<file path="src/rtl/image_io_ctrl.sv">
// image_io_ctrl: host-side sequencer for the downsampling processor.
// Streams an input image into the shared RAM, hands the RAM to the processor,
// then reads the result back out through a 2-entry buffer onto a byte stream.
// Optional feature macro: IMAGE_IO_CHECKSUM_EN (16-bit sum of drained bytes).
module image_io_ctrl #(
   parameter logic [15:0] IN_BASE  = 16'h0000,
   parameter int unsigned IN_LEN   = 16384,
   parameter logic [15:0] OUT_BASE = 16'h4000,
   parameter int unsigned OUT_LEN  = 4096
) (
   input  logic        clk,
   input  logic        rst_n,
   input  logic        start,
   input  logic [7:0]  s_data,
   input  logic        s_valid,
   output logic        s_ready,
   output logic [7:0]  m_data,
   output logic        m_valid,
   input  logic        m_ready,
   output logic        proc_enable,
   input  logic        proc_finish,
   input  logic [15:0] proc_addr,
   input  logic [7:0]  proc_dout,
   input  logic        proc_read,
   input  logic        proc_write,
   output logic [7:0]  proc_din,
   output logic [15:0] mem_addr,
   output logic [7:0]  mem_wdata,
   output logic        mem_we,
   output logic        mem_re,
   input  logic [7:0]  mem_rdata,
   output logic        busy,
   output logic        done,
   output logic [15:0] checksum
);

   typedef enum logic [2:0] {
      S_IDLE, S_LOAD, S_RUN, S_DRAIN, S_DONE
   } state_e;

   // 17-bit counts so a full 64 KiB transfer can be expressed.
   localparam logic [16:0] IN_LEN_C   = 17'(IN_LEN);
   localparam logic [16:0] OUT_LEN_C  = 17'(OUT_LEN);
   localparam logic [16:0] OUT_LAST_C = 17'(OUT_LEN - 1);

   state_e      state_q, state_d;
   logic [16:0] cnt_q, cnt_d;          // load handshakes / drain reads issued
   logic [16:0] pop_cnt_q, pop_cnt_d;  // drain bytes delivered
   logic        wr_valid_q, wr_valid_d;
   logic [15:0] wr_addr_q, wr_addr_d;
   logic [7:0]  wr_data_q, wr_data_d;
   logic        rd_pend_q, rd_pend_d;  // a RAM read returns data this cycle
   logic [7:0]  buf_q [2];
   logic        wr_ptr_q, wr_ptr_d;
   logic        rd_ptr_q, rd_ptr_d;
   logic [1:0]  occ_q, occ_d;

   logic        s_hs;
   logic        pop;
   logic        rd_issue;
   logic [2:0]  occ_sum;

   assign proc_din = mem_rdata;

   // State register.
   always_ff @(posedge clk) begin
      // NOTE: sequential state uses non-blocking assignments so every flop
      // samples the pre-edge values regardless of block evaluation order.
      if (!rst_n) state_q <= S_IDLE;
      else        state_q <= state_d;
   end

   // Next-state logic.
   always_comb begin
      // NOTE: default assignment first so no path through the case infers a latch.
      state_d = state_q;
      case (state_q)
         S_IDLE:  if (start) state_d = S_LOAD;
         S_LOAD:  if (cnt_q == IN_LEN_C) state_d = S_RUN;
         S_RUN:   if (proc_finish) state_d = S_DRAIN;
         S_DRAIN: if (pop && (pop_cnt_q == OUT_LAST_C)) state_d = S_DONE;
         S_DONE:  state_d = S_IDLE;
         default: state_d = S_IDLE;
      endcase
   end

   // Outputs, RAM port mux and handshake strobes decoded from the state.
   always_comb begin
      s_ready     = 1'b0;
      m_valid     = 1'b0;
      m_data      = 8'h00;
      proc_enable = 1'b0;
      mem_addr    = 16'h0000;
      mem_wdata   = 8'h00;
      mem_we      = 1'b0;
      mem_re      = 1'b0;
      done        = 1'b0;
      busy        = (state_q != S_IDLE);
      s_hs        = 1'b0;
      pop         = 1'b0;
      rd_issue    = 1'b0;
      occ_sum     = 3'd0;
      case (state_q)
         S_LOAD: begin
            s_ready   = (cnt_q != IN_LEN_C);
            s_hs      = s_valid && s_ready;
            mem_we    = wr_valid_q;
            mem_addr  = wr_addr_q;
            mem_wdata = wr_data_q;
         end
         S_RUN: begin
            proc_enable = 1'b1;
            mem_addr    = proc_addr;
            mem_wdata   = proc_dout;
            mem_we      = proc_write;
            mem_re      = proc_read;
         end
         S_DRAIN: begin
            m_valid  = (occ_q != 2'd0);
            m_data   = m_valid ? buf_q[rd_ptr_q] : 8'h00;
            pop      = m_valid && m_ready;
            // Occupancy after this cycle, counting the read still in flight.
            occ_sum  = {1'b0, occ_q} + {2'b00, rd_pend_q} - {2'b00, pop};
            rd_issue = (cnt_q != OUT_LEN_C) && (occ_sum < 3'd2);
            mem_re   = rd_issue;
            mem_addr = OUT_BASE + cnt_q[15:0];
         end
         S_DONE: done = 1'b1;
         default: ;
      endcase
   end

   // Datapath next-state: counters, registered load write, buffer pointers.
   always_comb begin
      cnt_d      = cnt_q;
      pop_cnt_d  = pop_cnt_q;
      wr_valid_d = s_hs;
      wr_addr_d  = wr_addr_q;
      wr_data_d  = wr_data_q;
      rd_pend_d  = rd_issue;
      wr_ptr_d   = rd_pend_q ? ~wr_ptr_q : wr_ptr_q;
      rd_ptr_d   = pop ? ~rd_ptr_q : rd_ptr_q;
      occ_d      = occ_q + {1'b0, rd_pend_q} - {1'b0, pop};
      case (state_q)
         S_IDLE: if (start) cnt_d = 17'd0;
         S_LOAD: begin
            if (s_hs) begin
               cnt_d     = cnt_q + 17'd1;
               wr_addr_d = IN_BASE + cnt_q[15:0];
               wr_data_d = s_data;
            end
         end
         S_RUN: begin
            if (proc_finish) begin
               cnt_d     = 17'd0;
               pop_cnt_d = 17'd0;
            end
         end
         S_DRAIN: begin
            if (rd_issue) cnt_d = cnt_q + 17'd1;
            if (pop) pop_cnt_d = pop_cnt_q + 17'd1;
         end
         default: ;
      endcase
   end

   // Control registers; reset discards the buffer contents and in-flight read.
   always_ff @(posedge clk) begin
      if (!rst_n) begin
         cnt_q      <= 17'd0;
         pop_cnt_q  <= 17'd0;
         wr_valid_q <= 1'b0;
         wr_addr_q  <= 16'h0000;
         wr_data_q  <= 8'h00;
         rd_pend_q  <= 1'b0;
         wr_ptr_q   <= 1'b0;
         rd_ptr_q   <= 1'b0;
         occ_q      <= 2'd0;
      end else begin
         cnt_q      <= cnt_d;
         pop_cnt_q  <= pop_cnt_d;
         wr_valid_q <= wr_valid_d;
         wr_addr_q  <= wr_addr_d;
         wr_data_q  <= wr_data_d;
         rd_pend_q  <= rd_pend_d;
         wr_ptr_q   <= wr_ptr_d;
         rd_ptr_q   <= rd_ptr_d;
         occ_q      <= occ_d;
      end
   end

   // Buffer storage captures RAM read data one cycle after the read strobe.
   always_ff @(posedge clk) begin
      // NOTE: storage is not reset; occupancy is, and m_data is gated by m_valid.
      if (rd_pend_q) buf_q[wr_ptr_q] <= mem_rdata;
   end

`ifdef IMAGE_IO_CHECKSUM_EN
   logic [15:0] chk_q, chk_d;

   // Running sum of delivered bytes, cleared when a job starts loading.
   always_comb begin
      chk_d = chk_q;
      if ((state_q == S_IDLE) && start) chk_d = 16'h0000;
      else if (pop)                     chk_d = chk_q + {8'h00, m_data};
   end

   // Checksum register.
   always_ff @(posedge clk) begin
      if (!rst_n) chk_q <= 16'h0000;
      else        chk_q <= chk_d;
   end

   assign checksum = chk_q;
`else
   assign checksum = 16'h0000;
`endif

endmodule

</file>
<file path="config.mk">
export PLATFORM = sky130hd
export DESIGN_NAME = image_io_ctrl
export DESIGN_NICKNAME = d
export VERILOG_FILES = /design/src/rtl/image_io_ctrl.sv
export SDC_FILE = /design/constraint.sdc
export NUM_CORES = 1
export LEC_CHECK = 0
export CAP_MARGIN = 15
export CORE_ASPECT_RATIO = 1.75
export CORE_MARGIN = 8
export CORE_UTILIZATION = 46
export DETAILED_ROUTE_END_ITERATION = 6
export PLACE_DENSITY = 0.77
export SYNTH_ARGS = -nofsm -noshare
export SYNTH_HDL_FRONTEND = slang
export SYNTH_SLANG_ARGS = --single-unit
</file>
<file path="constraint.sdc">
create_clock -name clk -period 2.7 [get_ports clk]
set_clock_uncertainty 0.2 [all_clocks]
set_input_delay 0.54 -clock clk [delete_from_list [all_inputs] [get_ports clk]]
set_output_delay 0.54 -clock clk [all_outputs]
set_load 0.05 [all_outputs]
</file>
* Word level (Yosys, flattened, before mapping)
Memories as Yosys holds them, arrays and structs flattened. A register that Yosys moved wholly into a read port is not among the register bits. Index checks and enable logic that the tools add are counted.
Operators by class: add/sub/neg operators 7, $lt $le $gt $ge 1, equality and inequality tests 15, multiplexer cells 29, bitwise gates (word level) 2, reduce and logical (&&, ||, !) cells 13
Operators with widths (number):
- 2-to-1 mux 17 bit | 5
- case mux 17 bit (4 select lines) | 1
- case mux 16 bit (3 select lines) | 1
- adder 17 x 1 -> 17 bit, second input constant | 2
- case mux 17 bit (2 select lines) | 1
- equality test 17 x 12 -> 1 bit, second input constant | 1
- equality test 17 x 15 -> 1 bit, second input constant | 1
- inequality test 17 x 13 -> 1 bit, second input constant | 1
- inequality test 17 x 15 -> 1 bit, second input constant | 1
- adder 15 x 16 -> 16 bit, first input constant | 1
- 2-to-1 mux 8 bit | 2
- case mux 8 bit (2 select lines) | 1
- inequality test 2 bit, second input constant | 7
- 2-to-1 mux 3 bit | 4
- case mux 3 bit (4 select lines) | 1
- 2-to-1 mux 1 bit | 11
- equality test 3 x 2 -> 1 bit, second input constant | 2
- AND reduction 5 bit | 1
- logical AND 1 bit | 4
- case mux 1 bit (2 select lines) | 2
- AND reduction 4 bit | 1
- nonzero test 2 bit | 2
- nonzero test 4 bit | 1
- adder 2 x 1 -> 3 bit | 1
- other kinds (11) | 12
Storage, ports and cells: bits in registers 67, memory bits (writable) 16, input bits 48, memories 1
Memory list:
- buf_q | words 2, width 8, read ports 1, clocked after Yosys merged registers in 1, wr ports 1, RTL line 53 | logic [7:0] buf_q [2];

* Logic depth before layout (Yosys ltp)
Gate-level depths: netlist of the first run.
depth in word-level cells 8, depth in mapped cells 10, mapped depth without buffers 9

* Least setup slack after synthesis of the first run
OpenSTA, ideal clock, no wires.
kind reg-to-output, from register occ_q[1], to output port mem_re, data arrival time 2667 ps, required time 1960 ps, slack -707 ps, cell stages (with the launch flop) 10, path buffers 1, cell sequence dfxtp_1 clkbuf_1 o21a_1 ha_1 nand2b_1 fa_1 xnor2_1 and3_1 mux2i_1 nor2_1
On the way: longest elaborated chain between the ends 6, elaborated cells on any way between the ends 7, classes of those cells add/sub (2); order compare (1); mux (1); reduce/logical (3)
Ends and longest elaborated chain:
- from (decl) | RTL line 56 | logic [1:0] occ_q, occ_d;
- from (signal assigned) | RTL line 178 | occ_q <= 2'd0;
- from (signal assigned) | RTL line 188 | occ_q <= occ_d;
- branches (longest 2 deep; another with adder 2 x 1 -> 3 bit)
- subtractor 3 x 1 -> 3 bit * | RTL line 123 | occ_sum = {1'b0, occ_q} + {2'b00, rd_pend_q} - {2'b00, pop};
- less-than comparator 3 x 2 -> 1 bit * | RTL line 124 | rd_issue = (cnt_q != OUT_LEN_C) && (occ_sum < 3'd2);
- logical AND 1 bit * | RTL line 124
- case mux 1 bit (2 select lines) * | RTL line 103 | case (state_q)
- to (decl) | RTL line 30 | output logic mem_re,
Every way passes the cells marked *.

* Final worst setup path of the first run
from register occ_q[0], to output port mem_re
The elaborated chain is that of the path after synthesis.

==> summary.md, run 1 <==
| Metric | Value |
|---|---|
| Status | `finished, violations left` |
| Violated checks | `setup timing` |
| First-pass GRT wire length | `roughly 25 mm` |
| Syn Inst Count | `565` |
| Leakage power | `2.688 nW` |
| Synthesized cell area | `0.004781 mm^2` |
| Seq/Total Area, Yosys | `between 30 and 40%` |
| Tightest Pin Transition | `around 0.66 ns` |
| WP data required | `around 2.0 ns` |
| IO Pins | `roughly 110` |
| Seq pwr share | `between 40 and 50%` |
| Post-synth EDFFs | `16` |
| Hold Path Depth | `2` |
| CTS Buf Count | `9` |
| Routed Antenna Nets | `0` |
| Layout cells sized above 1 | `between 20% and 30%` |
| CP startpoint | `occ_q[0]` |
| Worst setup margin | `-0.3946 ns` |
| Initial Utilization | `46.98%` |
| Pwr/cell area | `424.9 mW/mm^2` |
| CTS tree | `yes` |
| Max Slew Vio Count | `0` |
| Die Footprint | `0.01404 mm^2` |
| Worst min-delay path class | `register to register` |
| Max-Cap Viols | `0` |
| Die span in x | `between 90 and 100 um` |
| VDD IR max | `about 360 uV` |
| CTS clock-pin slew for the worst setup and hold paths | `~0.07 ns` |
| DP Area | `~0.0064 mm^2` |
| Final count of hold timing violations | `0` |
| Commonest cells after routing, fill and taps aside | `nor2_1 (70), dfxtp_1 (65), buf_4 (52), nand2_1 (49), buf_12 (47)` |
| Post-CTS Hold Fix Bufs | `0` |
| Die height | `150.9 um` |
| Vias | `between 4000 and 5000` |
| R2R Path Start | `occ_q[0]` |
| Synth area leaders | `dfxtp_1 (28%), edfxtp_1 (10%), nor2_1 (5.7%)` |
| Core area | `0.01018 mm^2` |
| Syn. warnings | `0` |
| Cell taking the most area after synthesis | `dfxtp_1` |
| Post-route cell area | `between 0.006 and 0.007 mm^2` |
| Worst slew margin | `around 56%` |
| Total power | `approximately 3 mW` |
| Detailed-route DRC error count | `0` |
| P_sw | `roughly 0.76 mW` |
| Clock power share | `around 45%` |
| Setup crit end kind | `output port` |
| Initial antenna violation count | `0` |
| Largest net degree at the start of global routing | `49` |
| Fin crit period | `a little over 3 ns` |
| Port buffer count | `between 90 and 100` |
| Worst Setup Path Type | `register to output port` |
| CP Launch Type | `register` |
| Switching share of total power | `between 20% and 30%` |
| Combinational Power Share | `a little under an eighth` |
| Top FF cell, synth | `dfxtp_1` |
| CP max FO | `3` |
| Post-Route WL | `between 15 and 20 mm` |
| Avg WL per Cell | `between 15 and 20 um` |
| Worst-skew pair later-pin latency | `~0.35 ns` |
| Arrival @ worst endpoint | `~2.4 ns` |
| Fin nets | `732` |
| Power Internal | `2.211 mW` |
| Vias in the first global route | `between 4000 and 5000` |
| Final HPWL DP | `11.89 mm` |
| Clock tree buffer depth | `2` |
| # H-tree levels | `3` |
| Synthesis-to-layout area growth | `46.06%` |
| RSZ-0062 raised after global routing | `yes` |
| Iter 0 DRT Violations | `about 250` |
| Root Driver | `clkbuf_16` |
| RD Place Congestion | `0.9733` |
| Post-Syn Area per Cell | `~8.5 um^2` |
| Post-synth cell types | `between 50 and 60` |
| TritonRoute pass-1 iters | `6` |
| Fin Hold WS | `0.2709 ns` |
| Overall routing resource usage | `a little under a quarter` |
| Min-Delay Endpoint | `wr_addr_q[14]` |
| ANT cells | `0` |
| Clk sink count | `84` |
| Final setup viols | `5` |
| Commonest non-fill, non-tap cell in the layout | `nor2_1` |
| Grt ovf | `0` |
| Worst Reg-to-Reg Cells | `8` |
| Max frequency | `between 300 and 400 MHz` |
| FP Rows | `about 50` |
| Reg-to-reg setup timing slack | `-0.13 ns` |
| Place WS | `-0.7245 ns` |
| Critical hold path startpoint | `wr_addr_q[14]` |
| Post-synth ARST share | `0%` |
| Via/cell ratio | `approximately 5.8` |
| Period utilisation layout | `114.6%` |
| Share of the synthesized area in the top cell type | `between 20% and 30%` |
| Seq cells post-synth | `84` |
| Reg2Reg Capture Point | `cnt_q[10]` |
-- synth_stat cells, types with 5 or more instances --
cell and number:
nor4_1 11, a21oi_1 7, and4_1 7, ha_1 9, a32oi_1 6, buf_2 7, o21ai_0 21, and2_1 7
nand4_1 13, edfxtp_1 16, nor2_1 73, clkbuf_1 28, xnor2_1 15, mux2i_1 11, nand3_1 37, buf_4 27
o311ai_0 5, nor3_1 14, dfxtp_1 68, and3_1 6, a22oi_1 26, nand2_1 50, xor2_1 6, nor2b_1 5
mux2_2 16, o31ai_1 5, inv_1 17
-- final cells by class --
cell class / count / area [um^2]
clock inverters: 6 / 75.07
repair buffers: 150 / 1847
inverters: 18 / 67.56
well taps: 127 / 158.9
fillers: 793 / 3194
multi-input cells: 411 / 2736
clock buffers: 10 / 250.2
flip-flops and latches: 84 / 1848
-- registers in the layout, indices dropped and copies added, names as in the netlist, named ones only --
name / cells
cnt_q: 17
wr_valid_q: 1
rd_pend_q: 1
state_q: 3
occ_q: 2
wr_data_q: 8
wr_ptr_q: 1
pop_cnt_q: 17
rd_ptr_q: 1
buf_q: 16
wr_addr_q: 16
-- critical path: stages (launching register included) --
cell      delay, ns
dfxtp_2        0.34
o21a_1         0.19
ha_1           0.29
nand2b_4       0.14
fa_2           0.54
and3_4         0.19
mux2i_4        0.07
nor2_4         0.11
buf_12         0.14
-- how the worst max path moves through the flow --
stage | end | slack (ns) | cells past startpoint
after global routing | mem_re | -0.47 | 8
after detailed placement | mem_re | -0.72 | 10
after CTS | mem_re | -0.39 | 8
final | mem_re | -0.39 | 8
after global placement | mem_re | -0.68 | 10
after floorplan | mem_re | -0.27 | 8
-- per-layer routing --
metal / track usage, % / share of wire (%)
met4: 13.71 / 4.6
met2: 43.47 / 56
met3: 4.715 / 6.0
met1: 21.34 / 33
met5: 0 / 0
-- cell families after synthesis --
group                      share of synthesized area (%)
DFF                                                38.52
buffers and inverters                              9.238
and+or+nand+nor                                    25.18
muxes                                              6.072
xor gates and xnor gates                           3.847
adders and majority gates                          2.774
other                                            0.07844
AOI/OAI and AO/OA                                  14.29
-- power groups by stage --
stage          clock network [mW]  logic [mW]  registers (mW)
6_report                     1.33       0.344            1.29
5_1_grt                      1.41       0.361            1.29
4_1_cts                      1.35       0.340            1.29
3_5_place_dp                    0       0.335            1.32
3_3_place_gp                    0       0.331            1.32
2_1_floorplan                   0       0.190            1.32
-- repair_timing --
action / 4_1_cts / 5_1_grt
setup endpoints to repair: 53 / 22
setup buffers: 4 / 1
resized for setup: 15 / 23
gates cloned: 1 / 0
endpoints found under the hold margin: 0 / 0
pin swaps: 10 / 5
-- stage by stage --
stage                     utilization, %  TNS (ns)  instances
after CTS                          67.31   -0.4483        805
after detailed placement           63.30    -11.10        784
final                              68.61   -0.6132        806
after floorplan                        -   -0.3122        580
after global routing               68.61    -1.060        806
after global placement             63.30    -9.900        784
Power figures use the tool's default switching activity.
==> run 2: changes to the inputs <==
- CAP_MARGIN: 15 -> 20
==> results of run 2 <==
Same layout as run 1: the final DEF is identical, and so are final timing and power.
